## config.mk

```make
export PLATFORM = sky130hd
export DESIGN_NAME = usb_pd_prl_tx
export DESIGN_NICKNAME = d
export VERILOG_FILES = /design/src/rtl/usb_pd_prl_tx.sv
export SDC_FILE = /design/constraint.sdc
export NUM_CORES = 1
export LEC_CHECK = 0
export BUFFER_PORTS_ARGS = -buffer_cell sky130_fd_sc_hd__buf_2
export CAP_MARGIN = 20
export CORE_AREA = 2 2 187 189
export DETAILED_ROUTE_END_ITERATION = 8
export DIE_AREA = 0 0 189 191
export SLEW_MARGIN = 10
export SYNTH_ARGS = -nofsm -noshare
export SYNTH_HDL_FRONTEND = slang
export SYNTH_SLANG_ARGS = --single-unit
```

## constraint.sdc

```tcl
create_clock -name clock -period 1.88 [get_ports clock]
set_input_delay 0.188 -clock clock [delete_from_list [all_inputs] [get_ports clock]]
set_output_delay 0.188 -clock clock [all_outputs]
set_load 0.02 [all_outputs]
```

## src/rtl/usb_pd_prl_tx.sv

```systemverilog
// usb_pd_prl_tx: USB-PD protocol-layer transmit controller.
// Latches a message request, stamps it with the current MessageID, launches
// the PHY writer, waits for a matching GoodCRC and retries on CRCReceiveTimer
// expiry. Hard Reset requests complete as soon as the PHY goes idle.
// Optional feature macro: PRL_TX_STATS_EN (adds stat_retry / stat_fail).
module usb_pd_prl_tx #(
    parameter int system_khz     = 200000,
    parameter int CRC_TIMEOUT_US = 1000,
    parameter int N_RETRY        = 2
) (
    input  logic         clock,
    input  logic         nrst,
    input  logic         req_valid,
    output logic         req_ready,
    input  logic         req_hrst,
    input  logic         req_3p1hdr,
    input  logic [2:0]   req_num,
    input  logic [4:0]   req_type,
    input  logic [223:0] req_words,
    input  logic         soft_rst,
    output logic         phy_start,
    input  logic         phy_busy,
    output logic         phy_hrst,
    output logic         phy_3p1hdr,
    output logic [2:0]   phy_id,
    output logic [2:0]   phy_num,
    output logic [4:0]   phy_type,
    output logic [223:0] phy_words,
    input  logic         rx_goodcrc,
    input  logic [2:0]   rx_goodcrc_id,
    output logic         tx_done,
    output logic         tx_fail,
    output logic [2:0]   msg_id
`ifdef PRL_TX_STATS_EN
    ,
    output logic [15:0]  stat_retry,
    output logic [15:0]  stat_fail
`endif
);

    localparam int         TMO_MAX   = system_khz * CRC_TIMEOUT_US / 1000 - 1;
    localparam logic [19:0] TMO_LAST = 20'(TMO_MAX);
    localparam logic [7:0]  RETRY_MAX = 8'(N_RETRY);

    // The CRCReceiveTimer is 20 bits wide; refuse configurations that overflow it.
    generate
        if (TMO_MAX < 0 || TMO_MAX > 1048575) begin : g_tmo_range
            $error("usb_pd_prl_tx: CRC timeout does not fit the 20-bit timer");
        end
    endgenerate

    typedef enum logic [2:0] {
        IDLE, LAUNCH, WAIT_BSY_HI, WAIT_BSY_LO, WAIT_CRC, DONE
    } state_t;

    state_t         state_q, state_d;
    logic           hrst_q, hrst_d;
    logic           p31_q, p31_d;
    logic [2:0]     id_q, id_d;
    logic [2:0]     num_q, num_d;
    logic [4:0]     type_q, type_d;
    logic [223:0]   words_q, words_d;
    logic [7:0]     retry_q, retry_d;
    logic [19:0]    timer_q, timer_d;
    logic           fail_q, fail_d;
    logic [2:0]     msg_id_q, msg_id_d;
    logic           crc_match;

    assign crc_match = rx_goodcrc && (rx_goodcrc_id == id_q);

    // Next-state logic: sequencing, request latch, retry/timeout and MessageID.
    always_comb begin
        state_d  = state_q;
        hrst_d   = hrst_q;
        p31_d    = p31_q;
        id_d     = id_q;
        num_d    = num_q;
        type_d   = type_q;
        words_d  = words_q;
        retry_d  = retry_q;
        timer_d  = timer_q;
        fail_d   = fail_q;
        msg_id_d = msg_id_q;
        case (state_q)
            IDLE: begin
                if (req_valid) begin
                    hrst_d  = req_hrst;
                    p31_d   = req_3p1hdr;
                    id_d    = msg_id_q;
                    num_d   = req_num;
                    type_d  = req_type;
                    words_d = req_words;
                    retry_d = 8'd0;
                    fail_d  = 1'b0;
                    state_d = LAUNCH;
                end
            end
            LAUNCH: state_d = WAIT_BSY_HI;
            WAIT_BSY_HI: begin
                if (phy_busy) state_d = WAIT_BSY_LO;
            end
            WAIT_BSY_LO: begin
                if (!phy_busy) begin
                    if (hrst_q) begin
                        // Hard Reset needs no GoodCRC and restarts MessageID.
                        fail_d   = 1'b0;
                        msg_id_d = 3'd0;
                        state_d  = DONE;
                    end else begin
                        timer_d = 20'd0;
                        state_d = WAIT_CRC;
                    end
                end
            end
            WAIT_CRC: begin
                timer_d = 20'(timer_q + 20'd1);
                // A matching GoodCRC beats a coincident timeout.
                if (crc_match) begin
                    fail_d  = 1'b0;
                    state_d = DONE;
                end else if (timer_q == TMO_LAST) begin
                    if (retry_q < RETRY_MAX) begin
                        retry_d = 8'(retry_q + 8'd1);
                        state_d = LAUNCH;
                    end else begin
                        fail_d  = 1'b1;
                        state_d = DONE;
                    end
                end
            end
            DONE: begin
                if (!hrst_q) msg_id_d = 3'(msg_id_q + 3'd1);
                state_d = IDLE;
            end
            default: state_d = IDLE;
        endcase
        if (soft_rst) msg_id_d = 3'd0;
    end

    // State and datapath registers.
    always_ff @(posedge clock or negedge nrst) begin
        if (!nrst) begin
            state_q  <= IDLE;
            hrst_q   <= 1'b0;
            p31_q    <= 1'b0;
            id_q     <= 3'd0;
            num_q    <= 3'd0;
            type_q   <= 5'd0;
            words_q  <= 224'd0;
            retry_q  <= 8'd0;
            timer_q  <= 20'd0;
            fail_q   <= 1'b0;
            msg_id_q <= 3'd0;
        end else begin
            state_q  <= state_d;
            hrst_q   <= hrst_d;
            p31_q    <= p31_d;
            id_q     <= id_d;
            num_q    <= num_d;
            type_q   <= type_d;
            words_q  <= words_d;
            retry_q  <= retry_d;
            timer_q  <= timer_d;
            fail_q   <= fail_d;
            msg_id_q <= msg_id_d;
        end
    end

    assign req_ready  = (state_q == IDLE);
    assign phy_start  = (state_q == LAUNCH);
    assign tx_done    = (state_q == DONE);
    assign tx_fail    = (state_q == DONE) && fail_q;
    assign phy_hrst   = hrst_q;
    assign phy_3p1hdr = p31_q;
    assign phy_id     = id_q;
    assign phy_num    = num_q;
    assign phy_type   = type_q;
    assign phy_words  = words_q;
    assign msg_id     = msg_id_q;

`ifdef PRL_TX_STATS_EN
    logic [15:0] stat_retry_q, stat_retry_d;
    logic [15:0] stat_fail_q, stat_fail_d;

    // Saturating counters of retry launches and failed completions.
    always_comb begin
        stat_retry_d = stat_retry_q;
        stat_fail_d  = stat_fail_q;
        if (state_q == WAIT_CRC && !crc_match && timer_q == TMO_LAST &&
            retry_q < RETRY_MAX && stat_retry_q != 16'hFFFF)
            stat_retry_d = 16'(stat_retry_q + 16'd1);
        if (state_q == DONE && fail_q && stat_fail_q != 16'hFFFF)
            stat_fail_d = 16'(stat_fail_q + 16'd1);
    end

    // Statistics registers, cleared only by the hardware reset.
    always_ff @(posedge clock or negedge nrst) begin
        if (!nrst) begin
            stat_retry_q <= 16'd0;
            stat_fail_q  <= 16'd0;
        end else begin
            stat_retry_q <= stat_retry_d;
            stat_fail_q  <= stat_fail_d;
        end
    end

    assign stat_retry = stat_retry_q;
    assign stat_fail  = stat_fail_q;
`endif

endmodule

```

# == After elaboration in Yosys (flattened, before gate mapping) ==
# Index checks and enable logic that the tools add are counted.
# word_totals
regBits,272
word_cells,76
inputBits,243
out_inout_bits,244
# classes
reduce_logical,13
order_cmp,1
n_mux,28
eq_ne,20
add_sub_neg,3
# ops
operator,n
two-way mux 20 bit,2
case mux 20 bit (2 select lines),1
two-way mux 8 bit,4
two-way mux 3 bit,10
"adder 20 x 1 -> 20 bit, second input constant",1
"== test 20 x 18 -> 1 bit, second input constant",1
"!= test 2 bit, second input constant",8
case mux 8 bit (2 select lines),1
"!= test 3 bit, second input constant",5
case mux 3 bit (5 select lines),1
"adder 8 x 1 -> 8 bit, second input constant",1
"less-than comparator 8 x 2 -> 1 bit, second input constant",1
AND reduction 4 bit,2
two-way mux 1 bit,7
"== test 3 x 2 -> 1 bit, second input constant",2
"== test 3 bit, second input constant",2
case mux 3 bit (2 select lines),1
AND reduction 6 bit,1
nonzero test 3 bit,2
AND reduction 5 bit,1
nonzero test 2 bit,2
"adder 3 x 1 -> 3 bit, second input constant",1
"== test 3 x 1 -> 1 bit, second input constant",1
== test 3 bit,1
other kinds (5),6

# == Depth between registers and ports, before layout ==
# Gate-level depths: netlist of the first run.
# depth
ltp_word,5
depth_mapped,8
ltp_nobuf,5

# == Least setup slack after synthesis of the first run ==
# OpenSTA, ideal clock, no wires.
# synth_timing
path_type,reg-to-reg
from,reg state_q[1]
to,reg id_q[0] (netlist: phy_id[0])
setup_slack_ps,-206
setup_time_ps,65
t_required_ps,1815
synth_period_minus_slack_ps,2086
path_buffers,4
arrival_ps,2021
path_stages_with_launch,9
path_cell_list,dfrtp_1 > buf_2 > nor3_1 > and2_1 > clkbuf_1 > clkbuf_1 > buf_2 > nand2_1 > nand2_1
# synth_between
elab_chain_len,2
# synth_rtl
item,line,text
from (decl),56,"state_t state_q, state_d;"
from (signal assigned),155,state_q <= state_d;
zero test 3 bit,-,
via req_ready,14,"output logic req_ready,"
AND reduction 2 bit (no line),-,
to (signal assigned),158,id_q <= id_d;
to (decl),59,"logic [2:0] id_q, id_d;"
# The timed path passes the listed nets, and every way through them passes these cells.
# A chain may end at the register's enable or synchronous reset.

# == Worst setup path in the final report of the first run ==
# layout_timing
from,reg state_q[0]
to,reg words_q[63] (netlist: phy_words[63])
# layout_between
elab_chain_len,2
# layout_rtl
item,line,text
zero test 3 bit,84,case (state_q)
AND reduction 2 bit (no line),-,
to (signal assigned),161,words_q <= words_d;
to (decl),62,"logic [223:0] words_q, words_d;"
# Every way passes these cells.

==> impl_metrics.csv, run 1 <==
group,metric,value,unit
grt,grt_pass1_vias,11400,
finish,areaGrowthSynthToFinish,63.7,%
detailed_routing,firstDrtPassIters,5,
job,maxCapViolations,0,
sta,setup_tns,0,ps
power_and_ir_drop,swShare,41.2,%
clocking,clk_pin_slew_worst_paths,60,ps
yosys,synth_commonest_cells,"nand2_1, dfrtp_1, buf_2",
critical_path,worstSetupStartpointType,"flop",
power_and_ir_drop,pwr-share-clk,23.4,%
clocking,cts_tree,"built",
power_and_ir_drop,p_comb_share,41.3,%
sta,setup_violations,0,
yosys,synth_top_area_share,63.1,%
clocking,clk_path_buf_depth,3,
power_and_ir_drop,seqPwrFrac,35.4,%
clocking,htreeDepth,2,
grt,grtUsageTotal,20.2,%
detailed_routing,vias,11000,
yosys,synth_most_common_cell,"nand2_1",
clocking,clock-sinks,272,
clocking,cts_buffers,34,
sta,max_freq,542,MHz
sta,tightestPinTransition,584,ps
finish,layoutNonFillerInstCount,2436,
yosys,synth_top_area_cell,"dfrtp_1",
critical_path,critPathKind,"reg -> reg",
sta,min_period,1840,ps
placement,placed_cells,2130,
sta,fin_skew,7.60,ps
floorplanning,die_w,189,microns
finish,drive_above_1_share,30.8,%
sta,finalCritPeriodShare,98.1,%
sta,final_max_slew_viol_count,0,
placement,dp.final_hpwl,24300,microns
finish,final_nets,2200,
critical_path,cp.arrival,2230,ps
min_path,hold_path.class,"in -> reg",
detailed_routing,routed_via_density,4.52,
critical_path,crit_path_end_kind,"flop",
power_and_ir_drop,p_leak,0.00975,uW
critical_path,crit_fanout,120,
placement,portBuffers,486,
grt,grt-ovfl-total,0,
yosys,ys_seq_area_share,63.1,%
run_status,status,"complete, no violations",
detailed_routing,drcViolationCount,0,
power_and_ir_drop,power.switching,11300,uW
yosys,netlist_area,10800,sq um
detailed_routing,wire_per_inst,15.3,microns
yosys,syn_inst,1211,
floorplanning,rows,68,
detailed_routing,final_antenna_net_count,0,
sta,hold_viol_final,0,
clocking,root_buffer,"clkbuf_16",
detailed_routing,wirelength,37300,microns
grt,antenna_found_initial,1,
critical_path,critPathRequiredTime,2260,ps
power_and_ir_drop,power,27400,uW
yosys,synth_area_leaders,"dfrtp_1, nand2_1, buf_2",
yosys,synth_seq_cells,272,
sta,slew_headroom,61.1,%
yosys,synth.avg_cell_area,8.90,sq um
sta,hold_ws,137,ps
detailed_routing,drtIter0Drc,586,
power_and_ir_drop,p_per_area,1550,nW/um^2
floorplanning,die_area,36100,sq um
finish,nFillCells,3048,
finish,fin_util,51.7,%
placement,place_congestion,0.844,
yosys,yosysUniqueCellTypes,44,
yosys,syn_nets,1457,
grt,grt_pass1_wl,59100,microns
floorplanning,die_y,191,microns
floorplanning,start_util,31.6,%
power_and_ir_drop,ir_drop,0.00114,V
clocking,insertion_delay,500,ps
power_and_ir_drop,p_int,16100,uW
floorplanning,core-area,34100,sq um
yosys,synth-async-reset-ratio,100,%
yosys,synth_edf_count,0,
yosys,synth_flop_cell,"dfrtp_1",
yosys,yosys_warnings,0,
grt,grt_max_degree,121,
floorplanning,io-pin-count,487,
cells in the final DEF (no fill, tap or decap), types with 7 or more instances in the layout:
cell type,synthesis,layout
nand2_1,728,727
buf_2,36,485
dfrtp_1,272,270
dlygate4sd3_1,0,236
clkbuf_16,0,37
buf_4,0,30
o21ai_0,20,19
a21oi_1,17,14
buf_12,0,12
and2_1,10,9
clkinv_2,0,9
nand4_1,8,8
nor2_1,8,8
o31ai_1,8,8
clkbuf_1,27,8
inv_1,7,7
or4_1,8,7
final timing paths:
check / cells past startpoint / endpoint / from / slack (ps)
hold reg to reg: 2 / phy_words[87] / phy_words[87] / 460
min in group asynchronous: 2 / phy_words[184] / nrst / 220
setup reg to reg: 7 / phy_words[63] / state_q[0] / 40
max in group asynchronous: 3 / phy_words[66] / nrst / 980
setup / recovery: 7 / phy_words[63] / state_q[0] / 40
hold / removal: 3 / state_q[2] / phy_busy / 140
worst max-delay path, cell delays in order (launching register included):
cell and delay [ps]:
dfrtp_1 400, buf_4 170, nor3_2 180, buf_4 150
nand2_4 140, buf_16 240, nand2_1 200, nand2_1 80
through the flow:
step | cell area (sq um) | worst slack [ps]
floorplan | 10800 | -10.5
global placement | 14000 | 58.1
detailed placement | 14000 | 3.38
CTS | 17500 | 0.552
global route | 17600 | -0.410
finish | 17600 | 36.6
flip-flops by register name, indices dropped and copies added (netlist names):
register,flops
retry_q,8
phy_3p1hdr,1
state_q,3
phy_id,3
msg_id,3
timer_q,20
phy_num,3
fail_q,1
phy_type,5
phy_words,224
phy_hrst,1
kinds of logic after synthesis:
group | Yosys count | synth area share (%)
AND/OR/NAND/NOR | 802 | 29.9
flip-flops | 272 | 63.1
buffers and inverters | 70 | 2.86
AO/OA/AOI/OAI | 58 | 3.19
XOR/XNOR | 3 | 0.244
multiplexers | 3 | 0.290
adder cells (fa/ha/maj) | 3 | 0.348
power groups by stage:
stage          clock (uW)  combinational (uW)  sequential, uW
2_1_floorplan           0                3510           12400
3_3_place_gp            0               10500            9600
3_5_place_dp            0               10800            9620
4_1_cts              6600               11100            9630
5_1_grt              6870               12300            9990
6_report             6400               11300            9690
metal layers:
metal  vias up  share of wire (%)  track usage (%)  wire (microns)
met5         -                  0                0               0
met4         0                4.4             9.31            1650
met3       108                6.5             4.74            2420
met2       401                 49             34.2           18400
met1      5234                 40             24.5           14800
li1       5279                  -                -               -
area by class of cell:
| cell class | instances | area [sq um] | area share (%) |
|---|---|---|---|
| well taps | 455 | 569 | 3.23 |
| clock buffers | 50 | 1020 | 5.81 |
| flip-flops and latches | 272 | 6810 | 38.6 |
| clock inverters | 12 | 92.6 | 0.525 |
| repair buffers | 770 | 5370 | 30.4 |
| multi-input cells | 869 | 3750 | 21.3 |
| inverters | 7 | 26.3 | 0.149 |
| diodes | 1 | 2.50 | 0.0142 |
what timing repair did:
action | CTS | global route
endpoints found under the hold margin | 370 | 0
hold buffers | 236 | 0
resized for setup | 2 | 20
pin swaps | 0 | 7
endpoints found under the setup margin | 3 | 34
buffers inserted | 0 | 6
gates cloned | 0 | 1
Power figures use the tool's default switching activity.
==> run 2: changes to the inputs <==
Settings changed: PLACE_DENSITY from default to 0.57.
==> run 2 against run 1 <==
Effect of this change: clock power down 7.5%; setup slack improved by 29 ps; die area stayed put; critical endpoint is now retry_q[6]; largest power group unchanged.
==> impl_metrics.csv, run 2 (synthesis gave the netlist of run 1 again) <==
group,metric,value,unit
job,maxCapViolations,0,
detailed_routing,final_antenna_net_count,0,
critical_path,crit_path_end_kind,"flop",
min_path,hold_depth,3,
placement,place_congestion,0.845,
detailed_routing,firstDrtPassIters,5,
critical_path,crit_fanout,5,
floorplanning,io-pin-count,487,
detailed_routing,wire_per_inst,15.1,microns
detailed_routing,drtIter0Drc,489,
clocking,clock-sinks,272,
clocking,insertion_delay,550,ps
sta,setup_violations,0,
detailed_routing,routed_via_density,4.48,
detailed_routing,drcViolationCount,0,
clocking,htreeDepth,1,
floorplanning,rows,68,
finish,final_nets,2212,
critical_path,reg2regPathDepth,5,
finish,fin_util,51.7,%
critical_path,critPathRequiredTime,2320,ps
sta,setup_slack,66.1,ps
placement,dp.final_hpwl,25200,microns
finish,final_common_cell,"nand2_1",
sta,final_max_slew_viol_count,0,
floorplanning,die_area,36100,sq um
finish,drive_above_1_share,30.5,%
critical_path,cp.arrival,2250,ps
min_path,hold_path.class,"in -> reg",
sta,slew_headroom,65.8,%
grt,grt_max_degree,63,
finish,layout_common_cells,"nand2_1, buf_2, dfrtp_1, dlygate4sd3_1, buf_4",
clocking,cts_buffers,31,
sta,hold_viol_final,0,
finish,largest_reg_flops,224,
floorplanning,die_y,191,microns
placement,portBuffers,486,
floorplanning,start_util,31.6,%
grt,grt_pass1_wl,58100,microns
power_and_ir_drop,p_leak,0.00976,uW
sta,min_period,1810,ps
clocking,root_buffer,"clkbuf_16",
critical_path,worstSetupStartpointType,"flop",
sta,max_freq,551,MHz
grt,grt-ovfl-total,0,
clocking,cts_tree,"built",
sta,tightestPinTransition,510,ps
finish,areaGrowthSynthToFinish,63.6,%
sta,fin_skew,20.3,ps
placement,pre_cts_ws,38.7,ps
run_status,status,"complete, no violations",
floorplanning,die_w,189,microns
power_and_ir_drop,p_per_area,1530,nW/um^2
power_and_ir_drop,ir_drop,0.000929,V
sta,finalCritPeriodShare,96.5,%
detailed_routing,wirelength,36900,microns
grt,grt_pass1_vias,11300,
critical_path,critPathKind,"reg -> reg",
clocking,clk_path_buf_depth,3,
grt,antenna_found_initial,3,
detailed_routing,vias,10900,
clocking,clk_pin_slew_worst_paths,60,ps
floorplanning,core-area,34100,sq um
grt,grtUsageTotal,19.8,%
## run 2: final timing paths
check | from | end | slack, ps
worst max-delay path | state_q[1] | retry_q[6] | 70
worst min-delay path | phy_busy | state_q[2] | 40
worst max register to register | state_q[1] | retry_q[6] | 70
worst min register to register | phy_words[71] | phy_words[71] | 460
max in group asynchronous | nrst | phy_words[19] | 1090
min in group asynchronous | nrst | phy_num[1] | 110
## run 2: area by class of cell
class                           instances  area [sq um]
Fill cell                            3068         16500
Sequential cell                       272          6810
Timing Repair Buffer                  785          5550
Multi-Input combinational cell        869          3700
Clock buffer                           43           861
Tap cell                              455           569
Clock inverter                          9           125
Inverter                                7          26.3
Antenna cell                            2          5.00
## run 2: where the power goes
part	switching, uW	internal (uW)
combinational	7400	3980
sequential	1310	8300
clock	2360	3560
## run 2: worst max-delay path, cell delays in order (launching register included)
cell and delay (ps):
dfrtp_1 400, buf_4 150, nor3b_4 250, o41ai_2 140
or4_4 570, and3_1 200
## run 2: timing repair
item / CTS / global route
buffers inserted: 2 / 10
resized for setup: 2 / 7
pin swaps: 0 / 4
setup endpoints to repair: 1 / 13
cloned: 0 / 0
hold buffers: 236 / 0
endpoints found under the hold margin: 452 / 0
## run 2: per-stage QoR
step	total power (uW)	instances	hold WS [ps]	TNS [ps]	instance area [sq um]
after floorplan	15900	1211	-108	-10.5	10800
final	26900	2442	38.2	0	17600
after global placement	20400	2140	71.2	0	14200
after detailed placement	20600	2140	69.1	0	14200
after CTS	27000	2430	1.40	0	17500
after global routing	28700	2441	28.8	-18.3	17600
## run 2: per-layer routing
metal | part of all wire, % | vias up | track usage (%)
li1 | - | 5298 | -
met1 | 40 | 5155 | 23.5
met2 | 49 | 377 | 34.4
met3 | 6.9 | 95 | 4.96
met4 | 3.9 | 4 | 7.84
met5 | 0.087 | - | 0
==> run 3: changes to the inputs <==
Settings changed: CORE_AREA 2 2 187 189 to 4 4 189 191, DIE_AREA 0 0 189 191 to 0 0 193 195.
==> run 3 against run 2 <==
Effect of this change: flip-flop and latch count unchanged; clock skew decreased by 13 ps; via count shrank 0.78%; die area rose by 4.3%; critical path type is now reg -> out; highest routed layer unchanged.
==> impl_metrics.csv, run 3 (synthesis gave the netlist of run 1 again) <==
group,metric,value,unit
sta,setup_slack,66.7,ps
finish,drive_above_1_share,30.1,%
critical_path,critPathRequiredTime,1690,ps
power_and_ir_drop,ir_drop,0.000834,V
clocking,cts_tree,"built",
floorplanning,die_w,193,microns
finish,layoutNonFillerInstCount,2424,
sta,final_max_slew_viol_count,0,
detailed_routing,final_antenna_net_count,0,
floorplanning,core-area,34100,sq um
floorplanning,io-pin-count,487,
sta,max_freq,551,MHz
critical_path,r2r_end,"retry_q[6]",
grt,grt_pass1_wl,59700,microns
placement,dpl_cell_area,14000,sq um
detailed_routing,vias,10800,
critical_path,critPathLaunch,"state_q[2]",
sta,finalCritPeriodShare,96.5,%
detailed_routing,firstDrtPassIters,4,
placement,dp.final_hpwl,25200,microns
critical_path,crit_fanout,6,
min_path,hold_path.class,"in -> reg",
critical_path,critPathCapture,"tx_fail",
run_status,status,"complete, no violations",
sta,setup_violations,0,
floorplanning,die_y,195,microns
clocking,clock-sinks,272,
finish,nFillCells,3047,
power_and_ir_drop,p_leak,0.00964,uW
detailed_routing,routed_via_density,4.47,
detailed_routing,dr_wl_met2,18400,microns
clocking,cts_buffers,30,
clocking,clk_pin_slew_worst_paths,60,ps
sta,fin_skew,6.97,ps
finish,final_nets,2198,
critical_path,worstSetupStartpointType,"flop",
clocking,clk_path_buf_depth,3,
critical_path,reg2regPathDepth,5,
critical_path,cp.arrival,1630,ps
floorplanning,rows,68,
placement,pre_cts_ws,70.6,ps
grt,grt_pass1_vias,11400,
detailed_routing,top_layer,"met5",
grt,grtUsageTotal,19.4,%
critical_path,r2r_start,"state_q[2]",
clocking,root_buffer,"clkbuf_16",
detailed_routing,wirelength,37600,microns
finish,final_common_cell,"nand2_1",
detailed_routing,drcViolationCount,0,
power_and_ir_drop,power,26400,uW
detailed_routing,wl_met3,2430,microns
finish,layout_common_cells,"nand2_1, buf_2, dfrtp_1, dlygate4sd3_1, buf_4",
critical_path,reg2reg_slack,70,ps
finish,largest_reg_flops,224,
clocking,htreeDepth,1,
finish,areaGrowthSynthToFinish,61.2,%
placement,placed_cells,2134,
job,maxCapViolations,0,
critical_path,critPathKind,"reg -> out",
sta,tightestPinTransition,572,ps
power_and_ir_drop,p_per_area,1520,nW/um^2
floorplanning,start_util,31.6,%
sta,hold_viol_final,0,
detailed_routing,m1WireLength,15100,microns
critical_path,crit_path_end_kind,"output port",
placement,place_congestion,0.856,
sta,rsz0062_at_grt,"yes",
placement,portBuffers,486,
sta,slew_headroom,61.8,%
grt,grt-ovfl-total,0,
clocking,insertion_delay,550,ps
grt,grt_max_degree,116,
detailed_routing,drtIter0Drc,588,
detailed_routing,wire_per_inst,15.5,microns
finish,fin_area,17400,sq um
sta,min_period,1810,ps
floorplanning,die_area,37600,sq um
grt,antenna_found_initial,2,
==> run 3: cell types whose count changed in the layout (fill, tap and decap cells not counted), sizes merged <==
| cell | before | now |
|---|---|---|
| buf | 549 | 535 |
| bufinv | 3 | 1 |
| clkbuf | 43 | 41 |
| clkinv | 4 | 5 |
| clkinvlp | 2 | 1 |
| diode | 2 | 1 |
| dlygate4sd3 | 236 | 237 |
==> run 3: where the power goes <==
| part | switching (uW) | total, uW | internal (uW) | leakage [uW] |
|---|---|---|---|---|
| Combinational | 7370 | 11200 | 3840 | 0.00573 |
| Sequential | 1310 | 9600 | 8300 | 0.00346 |
| Clock | 2320 | 5550 | 3230 | 0.000450 |
==> run 3: per-stage QoR <==
step | hold WS, ps | TNS (ps) | utilization (%)
final | 62.4 | 0 | 50.9
after global routing | 74.3 | -53.4 | 50.9
after CTS | 14.6 | 0 | 50.8
after detailed placement | 164 | 0 | 41.1
after global placement | 169 | 0 | 41.1
after floorplan | -108 | -10.5 | -
==> run 3: cell type report <==
cell class,count,area [sq um],area share [%]
multi-input cells,869,3710,21.3
inverters,7,26.3,0.151
clock inverters,7,73.8,0.425
repair buffers,772,5350,30.8
well taps,455,569,3.28
clock buffers,41,842,4.85
diodes,1,2.50,0.0144
flip-flops and latches,272,6810,39.2
==> run 3: worst min path at each step <==
| stage | depth (start not counted) | from | slack [ps] | end |
|---|---|---|---|---|
| after floorplan | 0 | nrst | -110 | fail_q |
| after global placement | 1 | nrst | 170 | phy_num[0] |
| after detailed placement | 1 | nrst | 160 | phy_words[203] |
| after CTS | 4 | req_valid | 10 | retry_q[2] |
| after global routing | 4 | req_valid | 70 | retry_q[2] |
| final | 4 | req_valid | 60 | retry_q[2] |
==> run 3: what timing repair did <==
| action | CTS | global route |
|---|---|---|
| pin swaps | 0 | 2 |
| hold buffers | 237 | 0 |
| gates resized for setup | 2 | 10 |
| setup buffers | 2 | 1 |
| gates cloned | 0 | 1 |
| endpoints found under the setup margin | 2 | 15 |
| hold endpoints to repair | 399 | 0 |
==> run 3: per-layer routing <==
| layer | GRT usage [%] | vias up |
|---|---|---|
| met5 | 0 | - |
| met4 | 8.00 | 2 |
| met3 | 4.38 | 102 |
| met2 | 32.6 | 372 |
| met1 | 24.3 | 5114 |
| li1 | - | 5254 |
==> run 3: critical path, stage by stage, from the launching register on <==
cell and delay [ps]:
dfrtp_1 420, buf_6 150, and3b_2 220, and2_4 160, buf_6 120
